## config.mk

```make
export PLATFORM = sky130hd
export DESIGN_NAME = quant_drain_ctrl
export DESIGN_NICKNAME = d
export VERILOG_FILES = /design/src/rtl/quant_drain_ctrl.sv
export SDC_FILE = /design/constraint.sdc
export NUM_CORES = 1
export LEC_CHECK = 0
export CORE_MARGIN = 1
export CORE_UTILIZATION = 46
export CTS_CLUSTER_DIAMETER = 100
export DETAILED_ROUTE_END_ITERATION = 7
export PLACE_DENSITY = 0.78
export SLEW_MARGIN = 40
export SYNTH_ARGS = -nofsm -noshare
export SYNTH_HDL_FRONTEND = slang
export SYNTH_SLANG_ARGS = --single-unit
```

## constraint.sdc

```tcl
create_clock -name clk -period 8.7 [get_ports clk]
set_clock_uncertainty 0.2 [all_clocks]
set_input_delay 1.74 -clock clk [delete_from_list [all_inputs] [get_ports clk]]
set_output_delay 1.74 -clock clk [all_outputs]
set_load 0.02 [all_outputs]
```

## src/rtl/quant_drain_ctrl.sv

```systemverilog
// Drains accumulator rows from the systolic array, quantizes each Q16.6 lane to Q4.3,
// and writes the packed rows to out_buffer under valid/ready backpressure.
module quant_drain_ctrl #(
    parameter int NUM_COL   = 16,
    parameter int INPUT_DW  = 23,
    parameter int OUTPUT_DW = 8,
    parameter int ADDR_W    = 10,
    parameter int ROW_W     = 8
) (
    input  logic                         clk,
    input  logic                         rst,
    input  logic                         start,
    input  logic [ROW_W-1:0]             num_rows,
    input  logic [ADDR_W-1:0]            base_addr,
    output logic                         busy,
    output logic                         done,
    output logic [15:0]                  sat_cnt,
    output logic                         acc_rd_en,
    output logic [ROW_W-1:0]             acc_row_idx,
    input  logic [NUM_COL*INPUT_DW-1:0]  acc_rd_data,
    output logic                         ob_wr_en,
    input  logic                         ob_wr_ready,
    output logic [ADDR_W-1:0]            ob_wr_addr,
    output logic [NUM_COL*OUTPUT_DW-1:0] ob_wr_data
);
    localparam int RW    = INPUT_DW - 2;
    localparam int CNT_W = $clog2(NUM_COL + 1);
    localparam logic signed [RW-1:0] Q_MAX = RW'((1 << (OUTPUT_DW - 1)) - 1);
    localparam logic signed [RW-1:0] Q_MIN = RW'(-(1 << (OUTPUT_DW - 1)));

    typedef enum logic [1:0] {IDLE, RUN, DONE} state_t;
    state_t state, state_next;

    logic [ROW_W-1:0]             rows_q;
    logic [ROW_W-1:0]             rd_cnt;
    logic [ROW_W-1:0]             wr_cnt;
    logic [ADDR_W-1:0]            base_q;
    logic                         in_flight;
    logic                         out_valid;
    logic                         skid_valid;
    logic [NUM_COL*OUTPUT_DW-1:0] out_data;
    logic [NUM_COL*OUTPUT_DW-1:0] skid_data;
    logic [NUM_COL*OUTPUT_DW-1:0] quant_row;
    logic [NUM_COL-1:0][OUTPUT_DW:0] lane_q;
    logic [CNT_W-1:0]             row_sat;
    logic [16:0]                  sat_sum;
    logic [1:0]                   occ;
    logic                         start_ok;
    logic                         accept;
    logic                         last_accept;
    logic                         rows_left;

    // Returns {saturated, value}; the rounding carry gives round-half-away-from-zero.
    function automatic logic [OUTPUT_DW:0] quantize(input logic [INPUT_DW-1:0] x);
        logic signed [RW-1:0] r;
        logic                 c;
        c = x[INPUT_DW-1] ? (x[2] & (x[1] | x[0])) : x[2];
        r = RW'($signed(x) >>> 3) + RW'({1'b0, c});
        if (r > Q_MAX) return {1'b1, Q_MAX[OUTPUT_DW-1:0]};
        if (r < Q_MIN) return {1'b1, Q_MIN[OUTPUT_DW-1:0]};
        return {1'b0, r[OUTPUT_DW-1:0]};
    endfunction

    always_comb begin
        lane_q    = '0;
        quant_row = '0;
        row_sat   = '0;
        for (int i = 0; i < NUM_COL; i++) begin
            lane_q[i] = quantize(acc_rd_data[i*INPUT_DW +: INPUT_DW]);
            quant_row[i*OUTPUT_DW +: OUTPUT_DW] = lane_q[i][OUTPUT_DW-1:0];
            row_sat = row_sat + CNT_W'(lane_q[i][OUTPUT_DW]);
        end
    end

    assign sat_sum     = {1'b0, sat_cnt} + 17'(row_sat);
    assign occ         = {1'b0, out_valid} + {1'b0, skid_valid} + {1'b0, in_flight};
    assign start_ok    = (state == IDLE) && start;
    assign accept      = out_valid && ob_wr_ready;
    assign last_accept = accept && ((wr_cnt + ROW_W'(1)) == rows_q);
    assign rows_left   = (rd_cnt != rows_q);

    always_ff @(posedge clk) begin
        if (rst) state <= IDLE;
        else     state <= state_next;
    end

    always_comb begin
        state_next = state;
        case (state)
            IDLE:    if (start) state_next = (num_rows == '0) ? DONE : RUN;
            RUN:     if (last_accept) state_next = DONE;
            DONE:    state_next = IDLE;
            default: state_next = IDLE;
        endcase
    end

    // A read is only issued when its returning row is guaranteed a slot (output or skid).
    always_comb begin
        busy        = (state == RUN);
        done        = (state == DONE);
        acc_rd_en   = (state == RUN) && rows_left && ((occ - {1'b0, accept}) < 2'd2);
        acc_row_idx = rd_cnt;
        ob_wr_en    = out_valid;
        ob_wr_addr  = base_q + ADDR_W'(wr_cnt);
        ob_wr_data  = out_data;
    end

    always_ff @(posedge clk) begin
        if (rst) begin
            rows_q     <= '0;
            base_q     <= '0;
            rd_cnt     <= '0;
            wr_cnt     <= '0;
            sat_cnt    <= '0;
            in_flight  <= 1'b0;
            out_valid  <= 1'b0;
            skid_valid <= 1'b0;
            out_data   <= '0;
            skid_data  <= '0;
        end else begin
            if (start_ok) begin
                rows_q  <= num_rows;
                base_q  <= base_addr;
                rd_cnt  <= '0;
                wr_cnt  <= '0;
                sat_cnt <= '0;
            end else begin
                if (acc_rd_en) rd_cnt <= rd_cnt + ROW_W'(1);
                if (accept)    wr_cnt <= wr_cnt + ROW_W'(1);
                if (in_flight) sat_cnt <= sat_sum[16] ? 16'hFFFF : sat_sum[15:0];
            end
            in_flight <= acc_rd_en;
            // Skid drains ahead of fresh data so rows leave in read order.
            if (accept || !out_valid) begin
                if (skid_valid) begin
                    out_data   <= skid_data;
                    out_valid  <= 1'b1;
                    skid_valid <= in_flight;
                    if (in_flight) skid_data <= quant_row;
                end else begin
                    out_valid <= in_flight;
                    if (in_flight) out_data <= quant_row;
                end
            end else if (in_flight) begin
                skid_valid <= 1'b1;
                skid_data  <= quant_row;
            end
        end
    end
endmodule
```

Word level (Yosys, flattened, before mapping)
Cells that the tools add are included.
- output and inout port bits: 166
- input port bits: 390
- register bits: 311
- bitwise gates (word level): 32
- equal/unequal tests: 7
- add/subtract/negate cells: 38
- magnitude comparators: 33
- reduce and logical (&&, ||, !) cells: 14
- muxes and demuxes: 142
- operators with widths (operator ; number):
    $mux 128 ; 5
    $mux 9 ; 64
    $add 20x2->21 ; 16
    $gt 21x8->1 const B ; 16
    $lt 21x8->1 const B ; 16
    $mux 1 ; 68
    $add 5x1->5 ; 11
    $add 16x5->17 ; 1
    $add 8x1->8 const B ; 2
    $and 1x1->1 ; 16
    $mux 16 ; 1
    $or 1x1->1 ; 16
    $add 10x8->10 ; 1
    $eq 8x8->1 ; 1
    $logic_not 8->1 ; 1
    $ne 8x8->1 ; 1
    $mux 2 ; 3
    $add 4x1->5 ; 1
    $logic_and 1x1->1 ; 5
    $add 1x1->2 ; 2
    $add 3x1->4 ; 1
    $ne 2x2->1 const B ; 2
    $pmux 2 s2 ; 1
    $reduce_and 2->1 ; 2
    12 further kinds ; 13

Logic depth before layout (Yosys ltp)
- depth in word-level cells: 26
- gate-level depth with buffers: 29
- gate-level depth less buffers: 28

Worst setup path after synthesis
OpenSTA, ideal clock, no wires.
- kind: input -> register
- from: input acc_rd_data[92]
- to: register sat_cnt[13]
- arrival time: 8.252 ns
- setup time: 0.078 ns
- stages on the path: 28
- slack: 0.170 ns
- data required time: 8.422 ns
- buffers on the path: 1
- cell sequence: nor2_1 -> a21boi_0 -> ha_1 -> ha_1 -> nand3_2 -> nor4_4 -> nand3_1 -> xor2_1 -> or4_1 -> nor4_2 -> or2_2 -> buf_2 -> nand2_1 -> fa_1 -> fa_1 -> fa_1 -> inv_1 -> fa_1 -> fa_1 -> inv_1 -> fa_1 -> a21o_1 -> a21o_1 -> a21oi_1 -> nor3_1 -> nand2_1 -> and3_1 -> nor3_1
- longest elaborated chain between the ends: 23
- elaborated cells between the ends (all ways): 26
- ends and longest elaborated chain (what ; line ; text):
    start: declaration ; 20 ; input logic [NUM_COL*INPUT_DW-1:0] acc_rd_data,
    $or 1x1->1 * ; 57 ; c = x[INPUT_DW-1] ? (x[2] & (x[1] | x[0])) : x[2];
    $and 1x1->1 * ; 57 ;
    $mux 1 * ; 57 ;
    $add 20x2->21 * ; 58 ; r = RW'($signed(x) >>> 3) + RW'({1'b0, c});
    $lt 21x8->1 ; 60 ; if (r < Q_MIN) return {1'b1, Q_MIN[OUTPUT_DW-1:0]};
    $mux 1 (2 in a row) ; 60 ;
    $mux 9 ; 61 ; return {1'b0, r[OUTPUT_DW-1:0]};
    $mux 9 * ; 60 ;
    $add 4x1->5 * ; 71 ; row_sat = row_sat + CNT_W'(lane_q[i][OUTPUT_DW]);
    $add 5x1->5 * (11 in a row) ; 71 ;
    $add 16x5->17 * ; 75 ; assign sat_sum = {1'b0, sat_cnt} + 17'(row_sat);
    $mux 16 * ; 130 ; if (in_flight) sat_cnt <= sat_sum[16] ? 16'hFFFF : sat_sum[15:0];
    end signal: assignment ; 130 ;
    end: declaration ; 17 ; output logic [15:0] sat_cnt,
Every way passes the cells marked *; elsewhere a longest branch is shown, timed or not. The select of a mux whose other input is x is not followed.
A chain may end at the register's enable or synchronous reset.

Worst setup path after layout
- from: input acc_rd_data[323]
- to: register sat_cnt[14]
- longest elaborated chain between the ends: 13
- elaborated cells between the ends (all ways): 16
- ends and longest elaborated chain (what ; line):
    $or 1x1->1 * ; 57
    $and 1x1->1 * ; 57
    $mux 1 * ; 57
    $add 20x2->21 * ; 58
    $lt 21x8->1 ; 60
    $mux 1 (2 in a row) ; 60
    $mux 9 ; 61
    $mux 9 * ; 60
    $add 5x1->5 * (2 in a row) ; 71
    $add 16x5->17 * ; 75
    $mux 16 * ; 130
Marks and branches as above.

==> results.cfg <==
[hold_path]
hp-class = reg2reg
worstHoldStart = skid_data[20]$_SDFFE_PP0P_
holdPathStages = 2
min_to = skid_data[20]$_SDFFE_PP0P_

[sta]
max_freq_mhz = 120
setup_tns_ns = 0
tightest_slew_ns = 0.815
finalWorstSetupSlack_ns = 0.333
fin_crit_sh = 0.962
slew_headroom = 0.455
hold_viol = 0
setup-violations-final = 0
min_period_ns = 8.37
slew_violations = 0

[floorplanning]
core_um2 = 47800
die_x_um = 223
die_y_um = 223
io_pins = 556
die_area_um2 = 49600
start_util = 0.468
rows = 80

[placed_design]
routabilityCongestion = 0.961
port-buffer-count = 555
hpwl_um = 68800
pre_cts_slack_ns = -0.392

[clocking]
cts_buffers = 35
cts_max_level = 2
cts_setup_buffers = 0
path_clk_slew_ns = 0.06
post_cts_resized = 0
clk_path_buf_depth = 3
clock_sinks = 311
clk_latency_ns = 0.54
cts_tree = built
holdBufCountCts = 0
cts-root-buf = clkbuf_16

[logic_synthesis]
ys_seq_area_frac = 0.278
synthesis.instances = 2987
ys.flop_type = dfxtp_1
synth_nets = 3442
yosys_warnings = 0
ys_async_sr_fraction = 0
syn_avg_cell_area_um2 = 7.50
synthTopCellsByArea = dfxtp_1 28%, nand2_1 5.8%, a21oi_1 4.5%, nor2_1 4.4%, xnor2_1 3.8%
ys_ff_latch = 311
syn_area_um2 = 22400
synth_top_area_frac = 0.278
synth_edf_count = 0
synth.largest_area_cell = dfxtp_1
ys_types = 94

[layout]
layout_commonest_cell = clkdlybuf4s50_1
syn2layout_area_growth_pct = 37.8
layout.nets = 4059
nFillCells = 4177
layout-drive-gt1-share = 0.0927
layout_common_cells = 554 x clkdlybuf4s50_1, 346 x nand2_1, 310 x dfxtp_1, 259 x nor2_1, 196 x a21oi_1

[critical_path]
r2r_slack_ns = 3.86
end_kind = register
rr_endpoint = sat_cnt[14]$_SDFFE_PP0P_
critPathMaxFanout = 6
start_kind = input pin
ff2ff_path_depth = 16
cp.arrival_ns = 8.65
path_class = in2reg
r2r-start = sat_cnt[0]$_SDFFE_PP0P_
required_ns = 8.98

[global_route]
grt_start_max_net_pins = 94
antenna_found_initial = 5
grt_pass1_wl_um = 137000
grt_use_total = 0.342
grt_overflow_total = 0
grt_pass1_vias = 24815

[pwr]
vdd_ir_drop_max_mv = 0.111
p_leak_nw = 11.4
power_density_nw_per_um2 = 129
power_frac_comb = 0.246
p_sw_frac = 0.297
clockPowerShare = 0.373
power.switching_w = 0.00118
seqPwrFrac = 0.381
internal-power_w = 0.00280

[detailed_routing]
drc = 0
wl_per_cell_um = 21.0
first_pass_iters = 7
drt_iter0_drc = 2394
vias_per_cell = 6.18
vias = 26232
drt-total-wl_um = 88900
drtAntennaViolNets = 0

[status]
status = complete, no violations

[flow_run]
drv_cap = 0
==> metal layers <==
metal  wire, um  track usage  vias to the layer above
met5         50            0                        -
met4       3710        0.150                        8
met3       6840       0.0676                      186
met2      42000        0.577                     1067
met1      36300        0.422                    12547
li1           -            -                    12424
==> sequential cells by signal, summed over array words and instances (netlist names) <==
signal,flops
rows_q,8
acc_row_idx,8
state,2
base_q,10
wr_cnt,8
skid_valid,1
ob_wr_data,128
skid_data,128
in_flight,1
sat_cnt,16
ob_wr_en,1
==> synth_stat cells (all sizes together) (15+ instances only) <==
cell type	n
nand2	347
dfxtp	311
nor2	263
a21oi	200
clkbuf	151
nand3	146
o21ai	137
nor3	125
xnor2	96
and3	87
nand4	85
a211oi	81
xor2	81
inv	72
ha	52
nor4	52
o22ai	46
nand2b	41
a31oi	39
and4	29
a221o	28
or3	28
and2	26
mux2i	24
o31ai	23
o21bai	22
a221oi	20
a21o	19
o211ai	19
o21a	19
a211o	18
a21boi	17
nor2b	17
a311oi	16
a2111oi	15
a32oi	15
buf	15
nand4b	15
==> critical path, cell delays in order <==
cell,delay [ns]
clkdlybuf4s50_1,0.46
nor2_1,0.04
a21boi_0,0.18
ha_2,0.22
nand3_2,0.08
or3_4,0.40
or4_1,0.49
a2111oi_2,0.37
nand3_1,0.21
a21oi_2,0.22
buf_4,0.15
fa_1,0.40
inv_1,0.09
fa_1,0.45
fa_1,0.49
inv_1,0.06
fa_1,0.56
fa_1,0.22
inv_1,0.07
fa_2,0.37
a21o_1,0.19
a21o_1,0.21
a21oi_2,0.19
nor3_1,0.06
buf_4,0.17
and4_1,0.20
a31oi_1,0.21
o21a_1,0.16
==> how the worst max path moves through the flow <==
stage | from | end | slack, ns | depth (start not counted)
floorplan | acc_rd_data[92] | sat_cnt[13]$_SDFFE_PP0P_ | 0.17 | 28
global placement | acc_rd_data[92] | sat_cnt[11]$_SDFFE_PP0P_ | -0.27 | 31
detailed placement | acc_rd_data[184] | sat_cnt[14]$_SDFFE_PP0P_ | -0.39 | 30
CTS | acc_rd_data[184] | sat_cnt[14]$_SDFFE_PP0P_ | 0.12 | 30
global route | acc_rd_data[322] | sat_cnt[11]$_SDFFE_PP0P_ | -0.01 | 30
finish | acc_rd_data[323] | sat_cnt[14]$_SDFFE_PP0P_ | 0.33 | 28
==> cell families after synthesis <==
group | count (synthesis) | share of synthesized area
AND/OR/NAND/NOR | 1327 | 0.302
AO/OA/AOI/OAI | 830 | 0.252
flip-flops | 311 | 0.278
buffers and inverters | 240 | 0.0412
XOR/XNOR | 177 | 0.0692
adder cells (fa/ha/maj) | 65 | 0.0407
multiplexers | 37 | 0.0173
==> area by class of cell <==
cell class              count  area [um2]  area share
flip-flops and latches    311        6230       0.202
multi-input cells        2436       15400       0.499
repair buffers            747        7040       0.228
clock inverters            11         125     0.00405
diodes                      1        2.50   0.0000810
clock buffers              48        1020      0.0329
inverters                  73         274     0.00887
well taps                 615         769      0.0249
==> power by group through the flow <==
stage / Combinational, W / Clock, W / Sequential, W
floorplan: 0.000394 / 0 / 0.00158
global placement: 0.000937 / 0 / 0.00154
detailed placement: 0.000953 / 0 / 0.00154
CTS: 0.000961 / 0.00150 / 0.00151
global route: 0.00105 / 0.00156 / 0.00152
finish: 0.000977 / 0.00148 / 0.00151
==> stage by stage <==
stage	hold WS [ns]	cell area, um2	utilization	std cells	power, W
after floorplan	0.217	22400	-	2987	0.00197
after global placement	0.227	29600	0.618	4180	0.00248
after detailed placement	0.239	29600	0.619	4181	0.00250
after CTS	0.252	30800	0.643	4240	0.00397
after global routing	0.265	30900	0.646	4242	0.00412
final	0.255	30900	0.646	4242	0.00398
(Power assumes the default switching activity.)
